[src/rtl/msrv32_wb_ctrl_if.sv]
// Writeback control bundle: retiring instruction,
// data-memory return and register-file write drive.
interface msrv32_wb_ctrl_if;
  logic        wb_valid_in;
  logic        wb_rf_wr_en_in;
  logic [4:0]  wb_rd_addr_in;
  logic [1:0]  wb_sel_in;
  logic [31:0] alu_result_in;
  logic [31:0] pc_plus_4_in;
  logic [31:0] imm_in;
  logic [2:0]  load_funct3_in;
  logic [1:0]  load_addr_lsb_in;
  logic [31:0] dmem_rdata_in;
  logic        dmem_rvalid_in;
  logic [4:0]  rd_addr_out;
  logic [31:0] rd_out;
  logic        wr_en_out;
  logic        stall_out;
  logic        misaligned_load_out;
  logic        bus_err_out;

  modport master (
    output wb_valid_in, wb_rf_wr_en_in,
    output wb_rd_addr_in, wb_sel_in,
    output alu_result_in, pc_plus_4_in,
    output imm_in, load_funct3_in,
    output load_addr_lsb_in,
    output dmem_rdata_in, dmem_rvalid_in,
    input  rd_addr_out, rd_out, wr_en_out,
    input  stall_out, misaligned_load_out,
    input  bus_err_out
  );

  modport slave (
    input  wb_valid_in, wb_rf_wr_en_in,
    input  wb_rd_addr_in, wb_sel_in,
    input  alu_result_in, pc_plus_4_in,
    input  imm_in, load_funct3_in,
    input  load_addr_lsb_in,
    input  dmem_rdata_in, dmem_rvalid_in,
    output rd_addr_out, rd_out, wr_en_out,
    output stall_out, misaligned_load_out,
    output bus_err_out
  );
endinterface

[src/rtl/msrv32_wb_ctrl.sv]
// Writeback controller: selects rd data, waits on
// load returns with timeout, formats loaded data.
module msrv32_wb_ctrl #(
  parameter int TIMEOUT = 15
) (
  input logic msrv32_mp_clk_in,
  input logic msrv32_mp_rst_in,
  msrv32_wb_ctrl_if.slave bus
);

  localparam int CW =
    (TIMEOUT < 1) ? 1 : $clog2(TIMEOUT + 1);

  typedef enum logic {
    IDLE,
    LOAD_WAIT
  } state_t;

  state_t        r_state;
  logic [CW-1:0] r_cnt;
  logic [4:0]    r_ld_rd;
  logic          r_ld_wr;
  logic [2:0]    r_ld_f3;
  logic [1:0]    r_ld_lsb;
  logic [4:0]    r_rd_addr;
  logic [31:0]   r_rd;
  logic          r_wr_en;
  logic          r_stall;
  logic          r_mis;
  logic          r_berr;

  logic [31:0]   w_sel_data;
  logic          w_mis;
  logic [7:0]    w_byte;
  logic [15:0]   w_half;
  logic [31:0]   w_ld_data;

  // Non-load source mux
  always_comb begin
    w_sel_data = bus.alu_result_in;
    unique case (bus.wb_sel_in)
      2'b00: w_sel_data = bus.alu_result_in;
      2'b01: w_sel_data = bus.alu_result_in;
      2'b10: w_sel_data = bus.pc_plus_4_in;
      2'b11: w_sel_data = bus.imm_in;
    endcase
  end

  // Half needs even offset; word and wider need offset 0
  always_comb begin
    w_mis = 1'b0;
    if (bus.load_funct3_in[1])
      w_mis = (bus.load_addr_lsb_in != 2'b00);
    else if (bus.load_funct3_in[0])
      w_mis = bus.load_addr_lsb_in[0];
  end

  // Extract and extend the returned load data
  always_comb begin
    w_byte = bus.dmem_rdata_in[7:0];
    unique case (r_ld_lsb)
      2'b00: w_byte = bus.dmem_rdata_in[7:0];
      2'b01: w_byte = bus.dmem_rdata_in[15:8];
      2'b10: w_byte = bus.dmem_rdata_in[23:16];
      2'b11: w_byte = bus.dmem_rdata_in[31:24];
    endcase
    w_half = r_ld_lsb[1] ?
      bus.dmem_rdata_in[31:16] :
      bus.dmem_rdata_in[15:0];
    w_ld_data = bus.dmem_rdata_in;
    unique case (r_ld_f3)
      3'b000: w_ld_data = {{24{w_byte[7]}}, w_byte};
      3'b100: w_ld_data = {24'd0, w_byte};
      3'b001: w_ld_data = {{16{w_half[15]}}, w_half};
      3'b101: w_ld_data = {16'd0, w_half};
      default: w_ld_data = bus.dmem_rdata_in;
    endcase
  end

  // Writeback FSM with registered outputs
  always_ff @(posedge msrv32_mp_clk_in or
              posedge msrv32_mp_rst_in) begin
    if (msrv32_mp_rst_in) begin
      r_state   <= IDLE;
      r_cnt     <= '0;
      r_ld_rd   <= '0;
      r_ld_wr   <= 1'b0;
      r_ld_f3   <= '0;
      r_ld_lsb  <= '0;
      r_rd_addr <= '0;
      r_rd      <= '0;
      r_wr_en   <= 1'b0;
      r_stall   <= 1'b0;
      r_mis     <= 1'b0;
      r_berr    <= 1'b0;
    end else begin
      r_wr_en <= 1'b0;
      r_mis   <= 1'b0;
      r_berr  <= 1'b0;
      unique case (r_state)
        IDLE: begin
          if (bus.wb_valid_in) begin
            if (bus.wb_sel_in != 2'b01) begin
              r_wr_en   <= bus.wb_rf_wr_en_in &&
                           (bus.wb_rd_addr_in != 5'd0);
              r_rd_addr <= bus.wb_rd_addr_in;
              r_rd      <= w_sel_data;
            end else if (w_mis) begin
              r_mis <= 1'b1;
            end else begin
              r_ld_rd  <= bus.wb_rd_addr_in;
              r_ld_wr  <= bus.wb_rf_wr_en_in;
              r_ld_f3  <= bus.load_funct3_in;
              r_ld_lsb <= bus.load_addr_lsb_in;
              r_cnt    <= '0;
              r_stall  <= 1'b1;
              r_state  <= LOAD_WAIT;
            end
          end
        end
        LOAD_WAIT: begin
          if (bus.dmem_rvalid_in) begin
            r_wr_en   <= r_ld_wr && (r_ld_rd != 5'd0);
            r_rd_addr <= r_ld_rd;
            r_rd      <= w_ld_data;
            r_stall   <= 1'b0;
            r_state   <= IDLE;
          end else if (r_cnt == CW'(TIMEOUT)) begin
            r_berr  <= 1'b1;
            r_stall <= 1'b0;
            r_state <= IDLE;
          end else begin
            r_cnt <= r_cnt + CW'(1);
          end
        end
      endcase
    end
  end

  assign bus.rd_addr_out         = r_rd_addr;
  assign bus.rd_out              = r_rd;
  assign bus.wr_en_out           = r_wr_en;
  assign bus.stall_out           = r_stall;
  assign bus.misaligned_load_out = r_mis;
  assign bus.bus_err_out         = r_berr;

endmodule
[src/flat_wrapper.sv]
// flat-port wrapper written by rule: the top's interface ports become plain ports
module msrv32_wb_ctrl_flat 
#(
  parameter int TIMEOUT = 15
)
  (msrv32_mp_clk_in, msrv32_mp_rst_in, bus_wb_valid_in, bus_wb_rf_wr_en_in, bus_wb_rd_addr_in, bus_wb_sel_in, bus_alu_result_in, bus_pc_plus_4_in, bus_imm_in, bus_load_funct3_in, bus_load_addr_lsb_in, bus_dmem_rdata_in, bus_dmem_rvalid_in, bus_rd_addr_out, bus_rd_out, bus_wr_en_out, bus_stall_out, bus_misaligned_load_out, bus_bus_err_out);
  msrv32_wb_ctrl_if bus_i ();
  input logic msrv32_mp_clk_in;
  input logic msrv32_mp_rst_in;
  input wire logic [$bits(bus_i.wb_valid_in)-1:0] bus_wb_valid_in;
  input wire logic [$bits(bus_i.wb_rf_wr_en_in)-1:0] bus_wb_rf_wr_en_in;
  input wire logic [$bits(bus_i.wb_rd_addr_in)-1:0] bus_wb_rd_addr_in;
  input wire logic [$bits(bus_i.wb_sel_in)-1:0] bus_wb_sel_in;
  input wire logic [$bits(bus_i.alu_result_in)-1:0] bus_alu_result_in;
  input wire logic [$bits(bus_i.pc_plus_4_in)-1:0] bus_pc_plus_4_in;
  input wire logic [$bits(bus_i.imm_in)-1:0] bus_imm_in;
  input wire logic [$bits(bus_i.load_funct3_in)-1:0] bus_load_funct3_in;
  input wire logic [$bits(bus_i.load_addr_lsb_in)-1:0] bus_load_addr_lsb_in;
  input wire logic [$bits(bus_i.dmem_rdata_in)-1:0] bus_dmem_rdata_in;
  input wire logic [$bits(bus_i.dmem_rvalid_in)-1:0] bus_dmem_rvalid_in;
  output wire logic [$bits(bus_i.rd_addr_out)-1:0] bus_rd_addr_out;
  output wire logic [$bits(bus_i.rd_out)-1:0] bus_rd_out;
  output wire logic [$bits(bus_i.wr_en_out)-1:0] bus_wr_en_out;
  output wire logic [$bits(bus_i.stall_out)-1:0] bus_stall_out;
  output wire logic [$bits(bus_i.misaligned_load_out)-1:0] bus_misaligned_load_out;
  output wire logic [$bits(bus_i.bus_err_out)-1:0] bus_bus_err_out;
  assign bus_i.wb_valid_in = bus_wb_valid_in;
  assign bus_i.wb_rf_wr_en_in = bus_wb_rf_wr_en_in;
  assign bus_i.wb_rd_addr_in = bus_wb_rd_addr_in;
  assign bus_i.wb_sel_in = bus_wb_sel_in;
  assign bus_i.alu_result_in = bus_alu_result_in;
  assign bus_i.pc_plus_4_in = bus_pc_plus_4_in;
  assign bus_i.imm_in = bus_imm_in;
  assign bus_i.load_funct3_in = bus_load_funct3_in;
  assign bus_i.load_addr_lsb_in = bus_load_addr_lsb_in;
  assign bus_i.dmem_rdata_in = bus_dmem_rdata_in;
  assign bus_i.dmem_rvalid_in = bus_dmem_rvalid_in;
  assign bus_rd_addr_out = bus_i.rd_addr_out;
  assign bus_rd_out = bus_i.rd_out;
  assign bus_wr_en_out = bus_i.wr_en_out;
  assign bus_stall_out = bus_i.stall_out;
  assign bus_misaligned_load_out = bus_i.misaligned_load_out;
  assign bus_bus_err_out = bus_i.bus_err_out;
  msrv32_wb_ctrl #(.TIMEOUT(TIMEOUT)) u_core (.msrv32_mp_clk_in(msrv32_mp_clk_in), .msrv32_mp_rst_in(msrv32_mp_rst_in), .bus(bus_i));
endmodule
[config.mk]
export PLATFORM = sky130hd
export DESIGN_NAME = msrv32_wb_ctrl_flat
export DESIGN_NICKNAME = d
export VERILOG_FILES = /design/src/rtl/msrv32_wb_ctrl_if.sv /design/src/rtl/msrv32_wb_ctrl.sv /design/src/flat_wrapper.sv
export SDC_FILE = /design/constraint.sdc
export NUM_CORES = 1
export LEC_CHECK = 0
export CORE_MARGIN = 1.5
export CORE_UTILIZATION = 38
export CTS_BUF_LIST = sky130_fd_sc_hd__clkbuf_8 sky130_fd_sc_hd__clkbuf_16
export DETAILED_ROUTE_END_ITERATION = 16
export GPL_TIMING_DRIVEN = 0
export PLACE_DENSITY = 0.87
export SETUP_SLACK_MARGIN = 0.05
export SYNTH_ARGS = -nofsm -noshare
export SYNTH_HDL_FRONTEND = slang
export SYNTH_SLANG_ARGS = --single-unit
export TNS_END_PERCENT = 30
[constraint.sdc]
create_clock -name msrv32_mp_clk_in -period 1.7 [get_ports msrv32_mp_clk_in]
set_clock_uncertainty 0.2 [all_clocks]
set_input_delay 0.17 -clock msrv32_mp_clk_in [delete_from_list [all_inputs] [get_ports msrv32_mp_clk_in]]
set_output_delay 0.17 -clock msrv32_mp_clk_in [all_outputs]
set_load 0.02 [all_outputs]
After elaboration in Yosys (flattened, before gate mapping) --
Index checks and enable logic that the tools add are counted.
Storage, ports and cells: flip-flop bits (word level) 57, input port bits 145, output and inout bits 41, logic and storage cells 91
Operators by class: add/subtract/negate cells 1, equality and inequality tests 19, muxes and demuxes 43, bitwise gates (word level) 3, reductions and logical operators 13
Operators with widths (count):
- 32-bit one-hot mux with 4 select lines | 1
- 32-bit 2-to-1 mux | 3
- 32-bit one-hot mux with 3 select lines | 1
- 32-bit one-hot mux with 2 select lines | 1
- 8-bit one-hot mux with 4 select lines | 1
- 1-bit 2-to-1 mux | 22
- 4-bit 2-to-1 mux | 5
- 16-bit 2-to-1 mux | 1
- 5-bit 2-to-1 mux | 3
- 2-bit != test (second input constant) | 6
- 5-bit one-hot mux with 2 select lines | 1
- 5-bit nonzero test | 2
- 2-bit equality test (second input constant) | 4
- 4-bit one-hot mux with 2 select lines | 1
- 4-bit AND reduction | 2
- 3-bit equality test (second input constant) | 2
- 1-bit one-hot mux with 2 select lines | 3
- 5-bit AND reduction | 1
- 4-bit by 1-bit adder with 4-bit output (second input constant) | 1
- 2-bit by 1-bit equality test with 1-bit output (second input constant) | 2
- 4-bit equality test (second input constant) | 1
- 2-bit zero test | 2
- 2-bit by 1-bit != test with 1-bit output (second input constant) | 2
- 3-bit by 1-bit equality test with 1-bit output (second input constant) | 1
- 7 further kinds | 10

Logic depth before layout (Yosys ltp) --
depth after elaboration 6, mapped depth 7, gate-level depth less buffers 5

Worst setup path before layout --
Ideal clock, no wire load.
kind register to register, start reg u_core.r_ld_lsb[0], end reg u_core.r_rd[22], in the netlist u_core.bus.rd_out[22], setup time 0.132 ns, data arrival time 1.416 ns, data required time 1.368 ns, slack -0.048 ns, stages on the path, launching flop included 7, buffers on the path 2, clock period less this slack 1.748 ns, cells stage by stage dfrtp_1 mux2_2 a32oi_1 and3_1 buf_6 buf_12 a221oi_2
Between the ends: cells in the longest elaborated chain, start to end 5, elaborated cells on any way between the ends 8, classes of those cells eq/ne: 3; mux: 4; reduce/logical: 1
RTL lines:
- start, declared | line msrv32_wb_ctrl.sv:24 | logic [1:0] r_ld_lsb;
- start signal, assigned | line msrv32_wb_ctrl.sv:114 | r_ld_lsb <= bus.load_addr_lsb_in;
- 2-bit equality test (tied with other cells) | line msrv32_wb_ctrl.sv:61 | unique case (r_ld_lsb)
- 8-bit one-hot mux with 4 select lines * | line msrv32_wb_ctrl.sv:61
- 32-bit one-hot mux with 4 select lines * | line msrv32_wb_ctrl.sv:71 | unique case (r_ld_f3)
- 32-bit 2-to-1 mux * | line msrv32_wb_ctrl.sv:122 | if (bus.dmem_rvalid_in) begin
- 32-bit one-hot mux with 2 select lines * | line msrv32_wb_ctrl.sv:100 | unique case (r_state)
- end signal, assigned | line msrv32_wb_ctrl.sv:107 | r_rd <= w_sel_data;
- end signal, assigned | line msrv32_wb_ctrl.sv:125 | r_rd <= w_ld_data;
- end, declared | line msrv32_wb_ctrl.sv:26 | logic [31:0] r_rd;
Mark *: on every way between the ends. The rest lies on a longest branch, timed or not. The select of a mux whose other input is x is not followed. A chain may end at the register's enable or synchronous reset.

Worst setup path after layout --
start reg u_core.r_ld_lsb[0], end reg u_core.r_rd[19], in the netlist u_core.bus.rd_out[19]
Same word-level chain as after synthesis.

==> flow_metrics.tcl <==
set metrics [dict create \
    numCtsBuffers 9 \
    area_growth_pct 64.78 \
    synth_top_family_by_area "compound AO/OA/AOI/OAI gates" \
    cts.clk_slew.worst_paths_ns 0.07 \
    place.gp.congestion 0.9086 \
    clock_sinks 57 \
    grt_max_degree 58 \
    worst_pin_slew_ns 0.5750 \
    cts_tree "built" \
    io_pins 186 \
    path_delay_family "flip-flops" \
    power_w 0.005635 \
    post-synth-top-area-cell "dfrtp_1" \
    nFillCells 836 \
    fp.dieH_um 103.9 \
    r2r_slack_ns -0.11 \
    synth_compound_area_share_pct 22.06 \
    hold_violations 0 \
    antenna_found_initial 0 \
    rows 36 \
    route.detailed.drc 0 \
    fin_util_pct 64.92 \
    worst-setup-path-type "reg -> reg" \
    drt-total-wl_um 15460 \
    maxCapViolCount 0 \
    seq_area_frac_synth_pct 36.87 \
    p_per_area_nw_per_um2 883.9 \
    first_global_vias 4478 \
    synthCells 424 \
    fp.dieArea_um2 10800 \
    dr.pass1.iters 5 \
    netlist_top_cells_area "dfrtp_1 (37%), mux2i_1 (9.6%), mux2_2 (6.7%)" \
    violations "negative setup slack" \
    layout-drive-gt1-share_pct 19.84 \
    yosys_warnings 0 \
    setup_slack_ns -0.1134 \
    synth_mux_area_share_pct 17.53 \
    crit_path_cell_trace "mux2_4 > a32oi_2 > and3_4 > buf_6 > a221oi_1" \
    hold_class "in -> async" \
    numPortBuffers 184 \
    clock.fmax_mhz 551.5 \
    synth-async-reset-ratio_pct 100.0 \
    cp.arrival_ns 1.85 \
    yosysUniqueCellTypes 52 \
    power.leakage_nw 2.710 \
    cpPeakStageDelay_ns 0.44 \
    required_ns 1.73 \
    syn_area_um2 3869 \
    htree_levels 3 \
    setup_viol 28 \
    clock_latency_ns 0.35 \
    syn-num-nets 570 \
    fin_crit_ns 1.813 \
    grt_util_all_layers_pct 28.54 \
    ys_top_cells_by_count "nand2_1 (58), dfrtp_1 (57), nor2_1 (38)" \
    via_per_inst 5.689 \
    synth_most_common_cell "nand2_1" \
    final_net_count 776 \
    ant_nets 0 \
    root_buffer "clkbuf_8" \
    peakVddDrop_uv 628.6 \
    vias 4369 \
    synth_fa_ha_area_share_pct 0.3234 \
    path_buf_inv 1 \
    die_w_um 103.9 \
    synth_edf_count 0 \
    status "complete, but fails checks" \
    end_kind "flop" \
    synth_top_area_share_pct 36.87 \
    setup.worst_path.start_class "flop" \
    coreArea_um2 9819 \
    wl_per_cell_um 20.13 \
    synth_ff_type "dfrtp_1" \
    initial_core_util_pct 39.40 \
    grt_pass1_wl_um 23890 \
    antennaDiodeCount 0 \
    syn_avg_cell_area_um2 9.124 \
    rsz0062_at_grt "true" \
    slew_viol_final 0 \
    ys_ff_latch 57 \
    dpl.hpwl_um 11690 \
    fin_crit_sh_pct 106.7 \
    drtIter0Drc 283 \
    slowest_stage "dfrtp_2" \
    clk_path_buf_depth 2 \
    synth-simple-area-share_pct 17.17 \
    synth_xor_area_share_pct 0.2264 \
    grt-ovfl-total 0 \
    cp_max_fo 6 \
    max_slew_margin_pct 61.26 \
]
==> per-stage QoR <==
step                area, µm²  setup TNS [ns]  setup slack [ns]  hold WS [ns]  std cells
floorplan                3872         -0.5420          -0.04781       0.05685        424
global placement         5881          -25.79           -0.5955        0.2681        741
detailed placement       5881          -31.39           -0.6275        0.2849        741
CTS                      6314          -1.522          -0.09706       0.09606        767
global route             6375          -3.932           -0.1684       0.05805        768
finish                   6375          -1.975           -0.1134       0.01523        768
==> worst reg2reg max path, cell delays in order (launching register included) <==
cell and delay, ns:
dfrtp_2 0.44, mux2_4 0.33, a32oi_2 0.20, and3_4 0.29
buf_6 0.15, a221oi_1 0.08
==> final cells by class <==
cell class	instances	area, µm²	area share [%]
multi-input combinational	323	2351	36.88
sequential	57	1429	22.41
buffer	33	251.5	3.945
inverter	10	41.29	0.6477
timing repair buffer	196	1921	30.13
clock inverter	4	50.05	0.7851
clock buffer	12	165.2	2.591
tap	133	166.4	2.610
==> worst paths after layout <==
path                                                 from                             end  depth (start not counted)
worst max register to register         u_core.r_ld_lsb[0]           u_core.bus.rd_out[19]                          5
min in group msrv32_mp_clk_in            bus_wb_sel_in[0]  u_core.bus.misaligned_load_out                          3
worst max-delay path                   u_core.r_ld_lsb[0]           u_core.bus.rd_out[19]                          5
worst min-delay path                     msrv32_mp_rst_in       u_core.bus.rd_addr_out[3]                          2
worst min register to register  u_core.bus.rd_addr_out[0]       u_core.bus.rd_addr_out[0]                          2
max in group asynchronous                msrv32_mp_rst_in           u_core.bus.rd_out[10]                          3
==> cells by family (layout without fill, tap and decap cells) <==
| logic type | after synthesis | in the layout |
|---|---|---|
| simple gates | 143 | 143 |
| compound gates | 115 | 115 |
| flops | 57 | 57 |
| xor+xnor | 1 | 1 |
| buf+inv | 44 | 255 |
| fa+ha+maj | 1 | 1 |
| mux | 63 | 63 |
==> placed cells by master, fill, tap and decap left out, types with 7 or more instances in the layout <==
cell type and n:
buf_2 9, mux2_2 21, nand2b_1 8, buf_4 12, dfrtp_1 55, inv_1 9
a21oi_1 21, clkdlybuf4s50_1 143, buf_6 7, mux2i_1 37, nand2_1 57, o21ai_0 31
clkbuf_8 13, a221o_1 7, nand3_1 13, a221oi_2 14, dlygate4sd2_1 41, nor2_1 36
a22oi_1 7
==> sequential cells by signal, summed over array words and instances, names as in the netlist <==
name / flops
u_core.bus.rd_addr_out: 5
u_core.r_cnt: 4
u_core.bus.wr_en_out: 1
u_core.bus.bus_err_out: 1
u_core.r_ld_wr: 1
u_core.r_state: 1
u_core.r_ld_f3: 3
u_core.bus.stall_out: 1
u_core.r_ld_lsb: 2
u_core.bus.misaligned_load_out: 1
u_core.r_ld_rd: 5
u_core.bus.rd_out: 32
==> power by group <==
part           switching, W  internal [W]
clock              0.000604      0.000794
combinational       0.00124       0.00116
sequential         0.000206       0.00164
total               0.00205       0.00359
==> timing repair <==
item	4_1_cts	5_1_grt
resized for setup	97	11
buffers inserted	10	0
hold buffers	0	0
setup endpoints to repair	95	38
gates cloned	1	0
pin swaps	18	9
==> layer usage <==
layer  GRT usage [%]  wire, µm  share of wire, %  up-vias
li1                -         -                 -     1967
met1           32.90      5891                38     2125
met2           47.97      7606                49      231
met3           9.524      1425               9.2       46
met4           13.00       532               3.4        0
met5               0         0                 0        -
Note: power is estimated with default switching activity, not from simulation.
